### src/rtl/vga_timing_pkg.sv
// Shared raster constants for 640x480@60 and the screen geometry the renderers draw against.
package vga_timing_pkg;

  localparam int H_VISIBLE_DEF = 640;
  localparam int H_FP_DEF      = 16;
  localparam int H_SYNC_DEF    = 96;
  localparam int H_BP_DEF      = 48;
  localparam int V_VISIBLE_DEF = 480;
  localparam int V_FP_DEF      = 10;
  localparam int V_SYNC_DEF    = 2;
  localparam int V_BP_DEF      = 33;

  localparam int H_TOTAL = H_VISIBLE_DEF + H_FP_DEF + H_SYNC_DEF + H_BP_DEF;
  localparam int V_TOTAL = V_VISIBLE_DEF + V_FP_DEF + V_SYNC_DEF + V_BP_DEF;

  typedef struct packed {
    logic [9:0] width;
    logic [9:0] height;
  } screen_geom_t;

  localparam screen_geom_t SCREEN_GEOM = '{width: 10'(H_VISIBLE_DEF), height: 10'(V_VISIBLE_DEF)};

  function automatic logic in_range(input logic [9:0] x, input logic [9:0] lo, input logic [9:0] hi);
    return (x >= lo) && (x <= hi);
  endfunction

endpackage

### src/rtl/pixel_clk_en.sv
// Divide-by-CLK_DIV pixel enable: a registered one-clk pulse while div_cnt sits at CLK_DIV-1.
module pixel_clk_en #(
  parameter int CLK_DIV = 4
) (
  input  logic clk,
  input  logic rst_n,
  output logic pix_en
);

  localparam int DIV_W = (CLK_DIV > 1) ? $clog2(CLK_DIV) : 1;
  localparam logic [DIV_W-1:0] DIV_LAST = DIV_W'(CLK_DIV - 1);

  logic [DIV_W-1:0] div_cnt_q, div_cnt_d;
  logic             pix_en_q, pix_en_d;

  always_comb begin
    div_cnt_d = (div_cnt_q == DIV_LAST) ? '0 : div_cnt_q + 1'b1;
    // Look at the next count so the pulse lines up with the clk where div_cnt is last.
    pix_en_d  = (div_cnt_d == DIV_LAST);
  end

  always_ff @(posedge clk or negedge rst_n) begin
    if (!rst_n) begin
      div_cnt_q <= '0;
      pix_en_q  <= 1'b0;
    end else begin
      div_cnt_q <= div_cnt_d;
      pix_en_q  <= pix_en_d;
    end
  end

  assign pix_en = pix_en_q;

endmodule

### src/rtl/vga_timing_gen.sv
// Raster counters plus sync/vidon/frame_tick decode, all registered from next-state counters.
module vga_timing_gen
  import vga_timing_pkg::*;
#(
  parameter int   CLK_DIV     = 4,
  parameter int   H_VISIBLE   = int'(SCREEN_GEOM.width),
  parameter int   H_FP        = H_FP_DEF,
  parameter int   H_SYNC      = H_SYNC_DEF,
  parameter int   H_BP        = H_BP_DEF,
  parameter int   V_VISIBLE   = int'(SCREEN_GEOM.height),
  parameter int   V_FP        = V_FP_DEF,
  parameter int   V_SYNC      = V_SYNC_DEF,
  parameter int   V_BP        = V_BP_DEF,
  parameter logic SYNC_ACTIVE = 1'b0
) (
  input  logic       clk,
  input  logic       rst_n,
  output logic [9:0] h_counter,
  output logic [9:0] v_counter,
  output logic       vidon,
  output logic       hsync,
  output logic       vsync,
  output logic       pix_en,
  output logic       frame_tick
);

  localparam int H_TOT = H_VISIBLE + H_FP + H_SYNC + H_BP;
  localparam int V_TOT = V_VISIBLE + V_FP + V_SYNC + V_BP;

  localparam logic [9:0] H_LAST   = 10'(H_TOT - 1);
  localparam logic [9:0] V_LAST   = 10'(V_TOT - 1);
  localparam logic [9:0] H_VIS    = 10'(H_VISIBLE);
  localparam logic [9:0] V_VIS    = 10'(V_VISIBLE);
  localparam logic [9:0] HS_START = 10'(H_VISIBLE + H_FP);
  localparam logic [9:0] HS_END   = 10'(H_VISIBLE + H_FP + H_SYNC - 1);
  localparam logic [9:0] VS_START = 10'(V_VISIBLE + V_FP);
  localparam logic [9:0] VS_END   = 10'(V_VISIBLE + V_FP + V_SYNC - 1);

  logic       pix_en_w;
  logic [9:0] h_q, h_d, v_q, v_d;
  logic       vidon_q, vidon_d;
  logic       hsync_q, hsync_d;
  logic       vsync_q, vsync_d;
  logic       frame_tick_q, frame_tick_d;

  pixel_clk_en #(.CLK_DIV(CLK_DIV)) u_pixel_clk_en (
    .clk    (clk),
    .rst_n  (rst_n),
    .pix_en (pix_en_w)
  );

  always_comb begin
    h_d = h_q;
    v_d = v_q;
    if (pix_en_w) begin
      if (h_q == H_LAST) begin
        h_d = '0;
        v_d = (v_q == V_LAST) ? '0 : v_q + 1'b1;
      end else begin
        h_d = h_q + 1'b1;
      end
    end
    vidon_d      = (h_d < H_VIS) && (v_d < V_VIS);
    hsync_d      = in_range(h_d, HS_START, HS_END) ? SYNC_ACTIVE : ~SYNC_ACTIVE;
    vsync_d      = in_range(v_d, VS_START, VS_END) ? SYNC_ACTIVE : ~SYNC_ACTIVE;
    // Qualified by pix_en so the pulse covers only the first clk of (0, V_VISIBLE).
    frame_tick_d = pix_en_w && (h_d == '0) && (v_d == V_VIS);
  end

  always_ff @(posedge clk or negedge rst_n) begin
    if (!rst_n) begin
      h_q          <= '0;
      v_q          <= '0;
      vidon_q      <= 1'b0;
      hsync_q      <= ~SYNC_ACTIVE;
      vsync_q      <= ~SYNC_ACTIVE;
      frame_tick_q <= 1'b0;
    end else begin
      h_q          <= h_d;
      v_q          <= v_d;
      vidon_q      <= vidon_d;
      hsync_q      <= hsync_d;
      vsync_q      <= vsync_d;
      frame_tick_q <= frame_tick_d;
    end
  end

  assign h_counter  = h_q;
  assign v_counter  = v_q;
  assign vidon      = vidon_q;
  assign hsync      = hsync_q;
  assign vsync      = vsync_q;
  assign pix_en     = pix_en_w;
  assign frame_tick = frame_tick_q;

endmodule

### config.mk
export PLATFORM = sky130hd
export DESIGN_NAME = vga_timing_gen
export DESIGN_NICKNAME = d
export VERILOG_FILES = /design/src/rtl/vga_timing_pkg.sv /design/src/rtl/pixel_clk_en.sv /design/src/rtl/vga_timing_gen.sv
export SDC_FILE = /design/constraint.sdc
export NUM_CORES = 1
export LEC_CHECK = 0
export CAP_MARGIN = 20
export CORE_ASPECT_RATIO = 1.1
export CORE_MARGIN = 2
export CORE_UTILIZATION = 52
export DETAILED_ROUTE_END_ITERATION = 10
export GPL_ROUTABILITY_DRIVEN = 0
export GPL_TIMING_DRIVEN = 0
export PLACE_DENSITY_LB_ADDON = 0.2
export SETUP_SLACK_MARGIN = 0.02
export SLEW_MARGIN = 25
export SYNTH_ARGS = -nofsm -noshare
export SYNTH_HDL_FRONTEND = slang
export SYNTH_SLANG_ARGS = --single-unit
### constraint.sdc
create_clock -name clk -period 3.55 [get_ports clk]
set_clock_uncertainty 0.1 [all_clocks]
set_input_delay 0.71 -clock clk [delete_from_list [all_inputs] [get_ports clk]]
set_output_delay 0.71 -clock clk [all_outputs]
set_load 0.03 [all_outputs]
; ---- After elaboration in Yosys (flattened, before gate mapping)
; Index checks and enable logic that the tools add are counted.
[totals]
reg_bits = 27
inputBits = 2
output_inout_bits = 25
wordCells = 36
[classes]
add_sub_neg = 3
n_lt_le_gt_ge = 6
eq_ne = 5
mux = 8
reduce_logical = 6
[ops]
columns = op, count
row1 = 10-bit two-way mux, 5
row2 = "10-bit by 1-bit adder with 10-bit output, second input constant", 2
row3 = "10-bit == test, second input constant", 2
row4 = "10-bit by 9-bit == test with 1-bit output, second input constant", 1
row5 = "10-bit greater-or-equal comparator, second input constant", 1
row6 = "10-bit by 9-bit greater-or-equal comparator with 1-bit output, second input constant", 1
row7 = "10-bit <= comparator, second input constant", 1
row8 = "10-bit by 9-bit <= comparator with 1-bit output, second input constant", 1
row9 = 10-bit zero test, 1
row10 = "10-bit less-than comparator, second input constant", 1
row11 = "10-bit by 9-bit less-than comparator with 1-bit output, second input constant", 1
row12 = 1-bit logical AND, 5
row13 = "2-bit == test, second input constant", 2
row14 = "2-bit by 1-bit adder with 2-bit output, second input constant", 1
row15 = 1-bit two-way mux, 2
row16 = 2-bit two-way mux, 1

; ---- Depth between registers and ports, before layout
; Gate-level depths: netlist of the first run.
[depth]
ltp_word = 7
depth_mapped = 8
ltp_nobuf = 8

; ---- Cells and area by module
; A second synthesis of the first run with hierarchy kept.
[hier_totals]
hier_cells = 156
area_unflattened_um2 = 1483.9
[modules_own_cells]
columns = module, instances, cells_per_inst, area_each_um2, seq_area_each_um2
row1 = vga_timing_gen, 1, 148, 1372.6, 603.1
row2 = pixel_clk_en, 1, 8, 111.4, 75.1

; ---- Worst setup path before layout of the first run
; No wires, ideal clock.
[synth_timing]
path_type = flip-flop to flip-flop
startpoint = register h_q[5], in the netlist h_counter[5]
endpoint = register frame_tick_q, in the netlist frame_tick
arrival_time_ns = 2.716
required_ns = 3.354
path_slack_ns = 0.638
stages_incl_launch_ff = 8
n_path_buf = 1
synth_period_minus_slack_ns = 2.912
cell_sequence = dfrtp_1 -> or3_4 -> or4_1 -> buf_2 -> or4_4 -> a221oi_2 -> o21ai_2 -> nor4_2
[synth_via]
elab_chain_cells = 6
[synth_lines]
columns = element, line
row1 = "start, declared", vga_timing_gen.sv:40  ; logic [9:0] h_q, h_d, v_q, v_d;
row2 = "start signal, assigned", vga_timing_gen.sv:72  ; h_q <= '0;
row3 = "start signal, assigned", vga_timing_gen.sv:79  ; h_q <= h_d;
row4 = 10-bit by 1-bit adder with 10-bit output / 10-bit == test (equally long branches), "vga_timing_gen.sv:60, vga_timing_gen.sv:56"
row5 = 10-bit two-way mux, vga_timing_gen.sv:56  ; if (h_q == H_LAST) begin
row6 = 10-bit two-way mux, vga_timing_gen.sv:55  ; if (pix_en_w) begin
row7 = 10-bit zero test, vga_timing_gen.sv:67  ; frame_tick_d = pix_en_w && (h_d == '0) && (v_d == V_VIS);
row8 = 1-bit logical AND, vga_timing_gen.sv:67
row9 = 1-bit logical AND (*), vga_timing_gen.sv:67
row10 = via frame_tick_d, vga_timing_gen.sv:44  ; logic frame_tick_q, frame_tick_d;
row11 = "end signal, assigned", vga_timing_gen.sv:84  ; frame_tick_q <= frame_tick_d;
row12 = "end, declared", vga_timing_gen.sv:44
; Mark *: on every way through the listed nets, which the timed path passes. The rest lies on a longest branch.

; ---- Worst setup path after layout of the first run
; Same ends and word-level chain as after synthesis.

==> results.toml, run 1 <==
[outcome]
outcome = "completed"

[sta]
rsz0062_at_grt = "no"
slew_headroom = 0.345
hold_viol_final = 0
setup-tns-final_ns = 0
tightest_slew_ns = 0.970
fin_crit_ns = 3.03
finalMaxSlewViolations = 0
setup_viol = 0
finalCritPeriodShare = 0.854
fmax_ghz = 0.330

[logic_synthesis]
synth_edf_count = 0
syn-cell-area_um2 = 1580
synth_compound_area_frac = 0.153
avgSynthCellArea_um2 = 9.04
yosys_warnings = 0
synthXorXnorAreaFrac = 0.0553
async_reset_ff_frac = 1.00
ys.flop_type = "dfrtp_1"
seq_area_frac_synth = 0.428
synth_top_family_by_area = "simple AND/OR/NAND/NOR gates"
synthAdderAreaFrac = 0.0395
syn-instance-count = 175
muxShareOfSynthArea = 0.0198
syn-num-nets = 182
synth.ff_latch_count = 27
ys_types = 46
synth-simple-area-share = 0.263

[place]
post_dp_cell_area_um2 = 1880
placed_cells = 235
dp_hpwl_mm = 2.62
io_buffers = 26

[floorplanning]
core_um2 = 2970
initial_core_util = 0.533
die-area_um2 = 3500
ios = 27
die_w_um = 56.6
fp.dieH_um = 61.9
rows = 21

[routing]
drt_iter0_drc = 40
drc = 0
via_per_inst = 5.93
antenna_left = 0
num_vias = 1418
routed_wl_mm = 3.52
drt_first_pass_iters = 4
wl_per_cell_um = 14.7

[clocking]
cts_tree = "done"
post_cts_buffers = 0
cts.path.max_buffers = 2
cts_hold_buf = 0
ctsResizeCount = 0
cts_buffers = 3
h-tree-depth = 1
clock_latency_ns = 0.32
cts-root-buf = "clkbuf_4"
cts.clk_slew.worst_paths_ns = 0.15
cts.sinks = 27

[worst_setup_path]
reg2reg_depth = 7
endpoint_kind = "flip-flop"
slowest_delay_ns = 0.53
crit_fanout = 8
cp.arrival_ns = 3.17
critPathLaunchType = "flip-flop"
worstPathCellList = "or3_4, or4_1, buf_2, or4_4, a221oi_2, o21ai_2, nor4_2"
critPathKind = "flip-flop to flip-flop"
required_ns = 3.69
cp_slowest_cell = "or4_4"

[final_layout]
drive_gt1_frac = 0.0732
final_nets = 213
post-route-cell-area_um2 = 1910
utilization = 0.642
stdcell_count = 239
syn_to_final_growth_pct = 20.5
antennaDiodeCount = 0

[power_and_ir_drop]
p_leak_nw = 0.774
worst_ir_drop_vdd_v = 0.000176
power.density_nw_per_um2 = 235

[grt]
grt_max_degree = 28
grt_pass1_vias = 1356
grt_pass1_wl_mm = 5.92
antenna_found_initial = 0
grt.overflow.total = 0
grtUsageTotal = 0.215

[flow_run]
max_cap_viol_count = 0

[worst_hold_path]
hold_class = "input port to async pin"
[sequential cells by signal, summed over array words and instances, names as in the netlist]
register                  count
frame_tick                    1
h_counter                    10
hsync                         1
u_pixel_clk_en.div_cnt_q      2
u_pixel_clk_en.pix_en         1
v_counter                    10
vidon                         1
vsync                         1
[per-layer routing]
layer / wire length (um) / global-route usage
met2: 1830 / 0.380
met5: 0 / 0
met4: 32 / 0.0986
met1: 1530 / 0.267
met3: 133 / 0.0269
[per-stage QoR]
stage / worst slack, ns / total power [mW] / hold WS, ns
after global routing: 0.360 / 0.462 / 0.307
final: 0.519 / 0.447 / 0.262
after CTS: 0.519 / 0.452 / 0.287
after detailed placement: 0.549 / 0.320 / 0.343
after global placement: 0.558 / 0.320 / 0.334
after floorplan: 0.638 / 0.313 / 0.314
[cells in the final DEF, fill, tap and decap left out, drive strengths merged, types with 4 or more instances in the layout]
cell type / count
ha: 5
o21ai: 18
nor4: 4
or4: 4
and3: 4
nor2: 13
or3: 4
inv: 10
xor2: 4
nor3: 6
xnor2: 6
nand3: 4
clkbuf: 10
nand4: 7
nand2: 19
dfrtp: 25
clkdlybuf4s50: 25
[worst paths after layout]
path | to | start | slack (ns)
hold / removal | h_counter[2] | rst_n | 0.26
hold reg to reg | u_pixel_clk_en.div_cnt_q[0] | u_pixel_clk_en.div_cnt_q[0] | 0.36
min in group clk | u_pixel_clk_en.div_cnt_q[0] | u_pixel_clk_en.div_cnt_q[0] | 0.36
setup reg to reg | frame_tick | h_counter[5] | 0.52
setup / recovery | frame_tick | h_counter[5] | 0.52
max in group asynchronous | vidon | rst_n | 2.69
[cell type report]
| cell class | count | area (um2) |
|---|---|---|
| sequential | 27 | 678 |
| clock buffer | 4 | 26.3 |
| buffer | 7 | 27.5 |
| multi-input combinational | 131 | 840 |
| tap | 34 | 42.5 |
| fill | 251 | 1060 |
| inverter | 10 | 37.5 |
| timing repair buffer | 26 | 255 |
[report_power, final]
group	total, mW	leakage, nW	internal, mW	switching, mW
combinational	0.00608	0.408	0.000394	0.00568
sequential	0.308	0.351	0.308	0
clock	0.133	0.0150	0.0440	0.0894
[cells by family after synthesis]
logic type	Yosys count
fa+ha+maj	5
simple gates	76
flops	27
mux	3
xor+xnor	10
buf+inv	17
compound gates	37
[Yosys cell counts, types with 2 or more instances]
library cell / number / area share
mux2i_1: 2 / 0.013
nand2b_1: 3 / 0.012
nor2_1: 13 / 0.031
xnor2_1: 6 / 0.033
or4_1: 3 / 0.014
nand4_1: 7 / 0.028
and4_1: 2 / 0.011
ha_1: 5 / 0.040
nand2_1: 19 / 0.045
nand3_1: 4 / 0.013
o21ai_0: 17 / 0.054
a21oi_1: 3 / 0.0095
xor2_1: 4 / 0.022
a31oi_1: 3 / 0.012
or3_1: 3 / 0.012
nor4_1: 3 / 0.012
inv_1: 10 / 0.024
clkbuf_1: 6 / 0.014
dfstp_2: 2 / 0.033
dfrtp_1: 25 / 0.40
a2111oi_0: 2 / 0.011
and3_1: 3 / 0.012
a21o_1: 2 / 0.0095
nor3_1: 6 / 0.019
[critical path: cells and delay by family, from the launching register on]
family,cells,cell delay (ns)
buf+inv,1,0.19
simple gates,4,1.71
flops,1,0.47
compound gates,2,0.48
Power figures use the tool's default switching activity.
==> run 2, diff against run 1 <==
--- a/config.mk
+++ b/config.mk
@@ -6,9 +6,11 @@
 export NUM_CORES = 1
 export LEC_CHECK = 0
 export CAP_MARGIN = 20
+export CELL_PAD_IN_SITES_DETAIL_PLACEMENT = 2
+export CELL_PAD_IN_SITES_GLOBAL_PLACEMENT = 2
 export CORE_ASPECT_RATIO = 1.1
 export CORE_MARGIN = 2
-export CORE_UTILIZATION = 52
+export CORE_UTILIZATION = 32
 export DETAILED_ROUTE_END_ITERATION = 10
 export GPL_ROUTABILITY_DRIVEN = 0
 export GPL_TIMING_DRIVEN = 0
==> run 2 against run 1 <==
Cell count rose by 9.2%. Clock power rose by 42%. Via count rose by 4.0%. Hold slack improved by 0.071 ns. Flip-flop and latch count did not move. Non-clock buffer count did not move. Critical path depth did not move. Power rose by 13%. Core utilization fell by 23 points. Register-to-register slack got worse by 0.13 ns. Wire length rose by 39%. Critical path type unchanged.
==> results.toml, run 2 (synthesis results as in run 1) <==
[worst_setup_path]
required_ns = 3.64
endpoint_kind = "flip-flop"
cp.arrival_ns = 3.25
critPathLaunchType = "flip-flop"
critPathKind = "flip-flop to flip-flop"
crit_fanout = 8

[routing]
drc = 0
antenna_left = 0
drt_first_pass_iters = 4
drt_iter0_drc = 54
routed_wl_mm = 4.91
num_vias = 1475
via_per_inst = 5.65
wl_per_cell_um = 18.8

[sta]
setup-tns-final_ns = 0
fin_crit_ns = 3.17
layout_setup_ws_ns = 0.384
tightest_slew_ns = 1.01
slew_headroom = 0.319
hold_viol_final = 0
finalCritPeriodShare = 0.892
rsz0062_at_grt = "no"
fmax_ghz = 0.316
finalMaxSlewViolations = 0
setup_viol = 0

[grt]
grtUsageTotal = 0.192
antenna_found_initial = 0
grt_pass1_vias = 1660
grt_pass1_wl_mm = 8.39
grt.overflow.total = 0
grt_max_degree = 28

[power_and_ir_drop]
power.density_nw_per_um2 = 258
worst_ir_drop_vdd_v = 0.000135
p_leak_nw = 0.784

[clocking]
clock_latency_ns = 0.29
h-tree-depth = 1
cts_tree = "done"
cts.path.max_buffers = 2
ctsResizeCount = 0
cts.clk_slew.worst_paths_ns = 0.11
cts_buffers = 3
cts_hold_buf = 0
cts-root-buf = "clkbuf_8"
cts.sinks = 27
post_cts_buffers = 0

[final_layout]
fillCellCount = 519
final_cell_mix = "25 x dfrtp_1, 25 x clkdlybuf4s50_1, 19 x nand2_1"
syn_to_final_growth_pct = 23.5
antennaDiodeCount = 0
final_nets = 213
drive_gt1_frac = 0.0780
stdcell_count = 261

[floorplanning]
initial_core_util = 0.336
fp.dieH_um = 77.8
die_w_um = 71.1
ios = 27
core_um2 = 4720
rows = 26
die-area_um2 = 5530

[outcome]
outcome = "completed"

[flow_run]
max_cap_viol_count = 0

[place]
dp_hpwl_mm = 3.71
post-place-ws_ns = 0.405
io_buffers = 26
placed_cells = 257

[worst_hold_path]
hold_class = "input port to async pin"
## run 2: cell types whose count changed in the layout (fill, tap and decap cells not counted), sizes merged
cell / previous run / this run
clkinv: 0 / 1
clkbuf: 10 / 9
## run 2: where the power goes
| part | switching (mW) | internal [mW] |
|---|---|---|
| clock network | 0.110 | 0.0792 |
| registers | 0 | 0.307 |
| logic | 0.00623 | 0.000395 |
| total | 0.116 | 0.387 |
## run 2: worst max-delay path, cell delays in order (launching register included)
cell      delay, ns
dfrtp_1        0.47
or3_4          0.45
or4_1          0.47
buf_2          0.20
or4_4          0.55
a221oi_2       0.37
o21ai_2        0.13
nor4_2         0.31
## run 2: cell type report
| type | instances | area (um2) | share of cell area |
|---|---|---|---|
| repair buffers | 26 | 255 | 0.131 |
| well taps | 56 | 70.1 | 0.0359 |
| plain buffers | 7 | 27.5 | 0.0141 |
| multi-input cells | 131 | 840 | 0.430 |
| clock buffers | 3 | 41.3 | 0.0211 |
| clock inverters | 1 | 5.00 | 0.00256 |
| inverters | 10 | 37.5 | 0.0192 |
| flip-flops and latches | 27 | 678 | 0.347 |
## run 2: stage by stage
step,instance area (um2),hold WS (ns),util,total power [mW]
floorplan,1580,0.314,-,0.313
finish,1950,0.333,0.414,0.503
global route,1950,0.375,0.414,0.524
detailed placement,1910,0.350,0.405,0.321
CTS,1950,0.361,0.414,0.508
global placement,1910,0.335,0.406,0.321
## run 2: final timing paths
check                                            start                     endpoint  slack [ns]  depth (start not counted)
max                                       h_counter[5]                   frame_tick        0.38                          7
min                                              rst_n                 h_counter[5]        0.33                          1
max reg2reg                               h_counter[5]                   frame_tick        0.38                          7
min reg2reg                u_pixel_clk_en.div_cnt_q[0]  u_pixel_clk_en.div_cnt_q[0]        0.36                          1
max in group asynchronous                        rst_n                 v_counter[3]        2.58                          1
min in group clk           u_pixel_clk_en.div_cnt_q[0]  u_pixel_clk_en.div_cnt_q[0]        0.36                          1
## run 2: layer usage
metal,part of all wire,GRT usage
met5,0,0
met4,0.015,0.0509
met3,0.021,0.0286
met2,0.52,0.350
met1,0.45,0.234
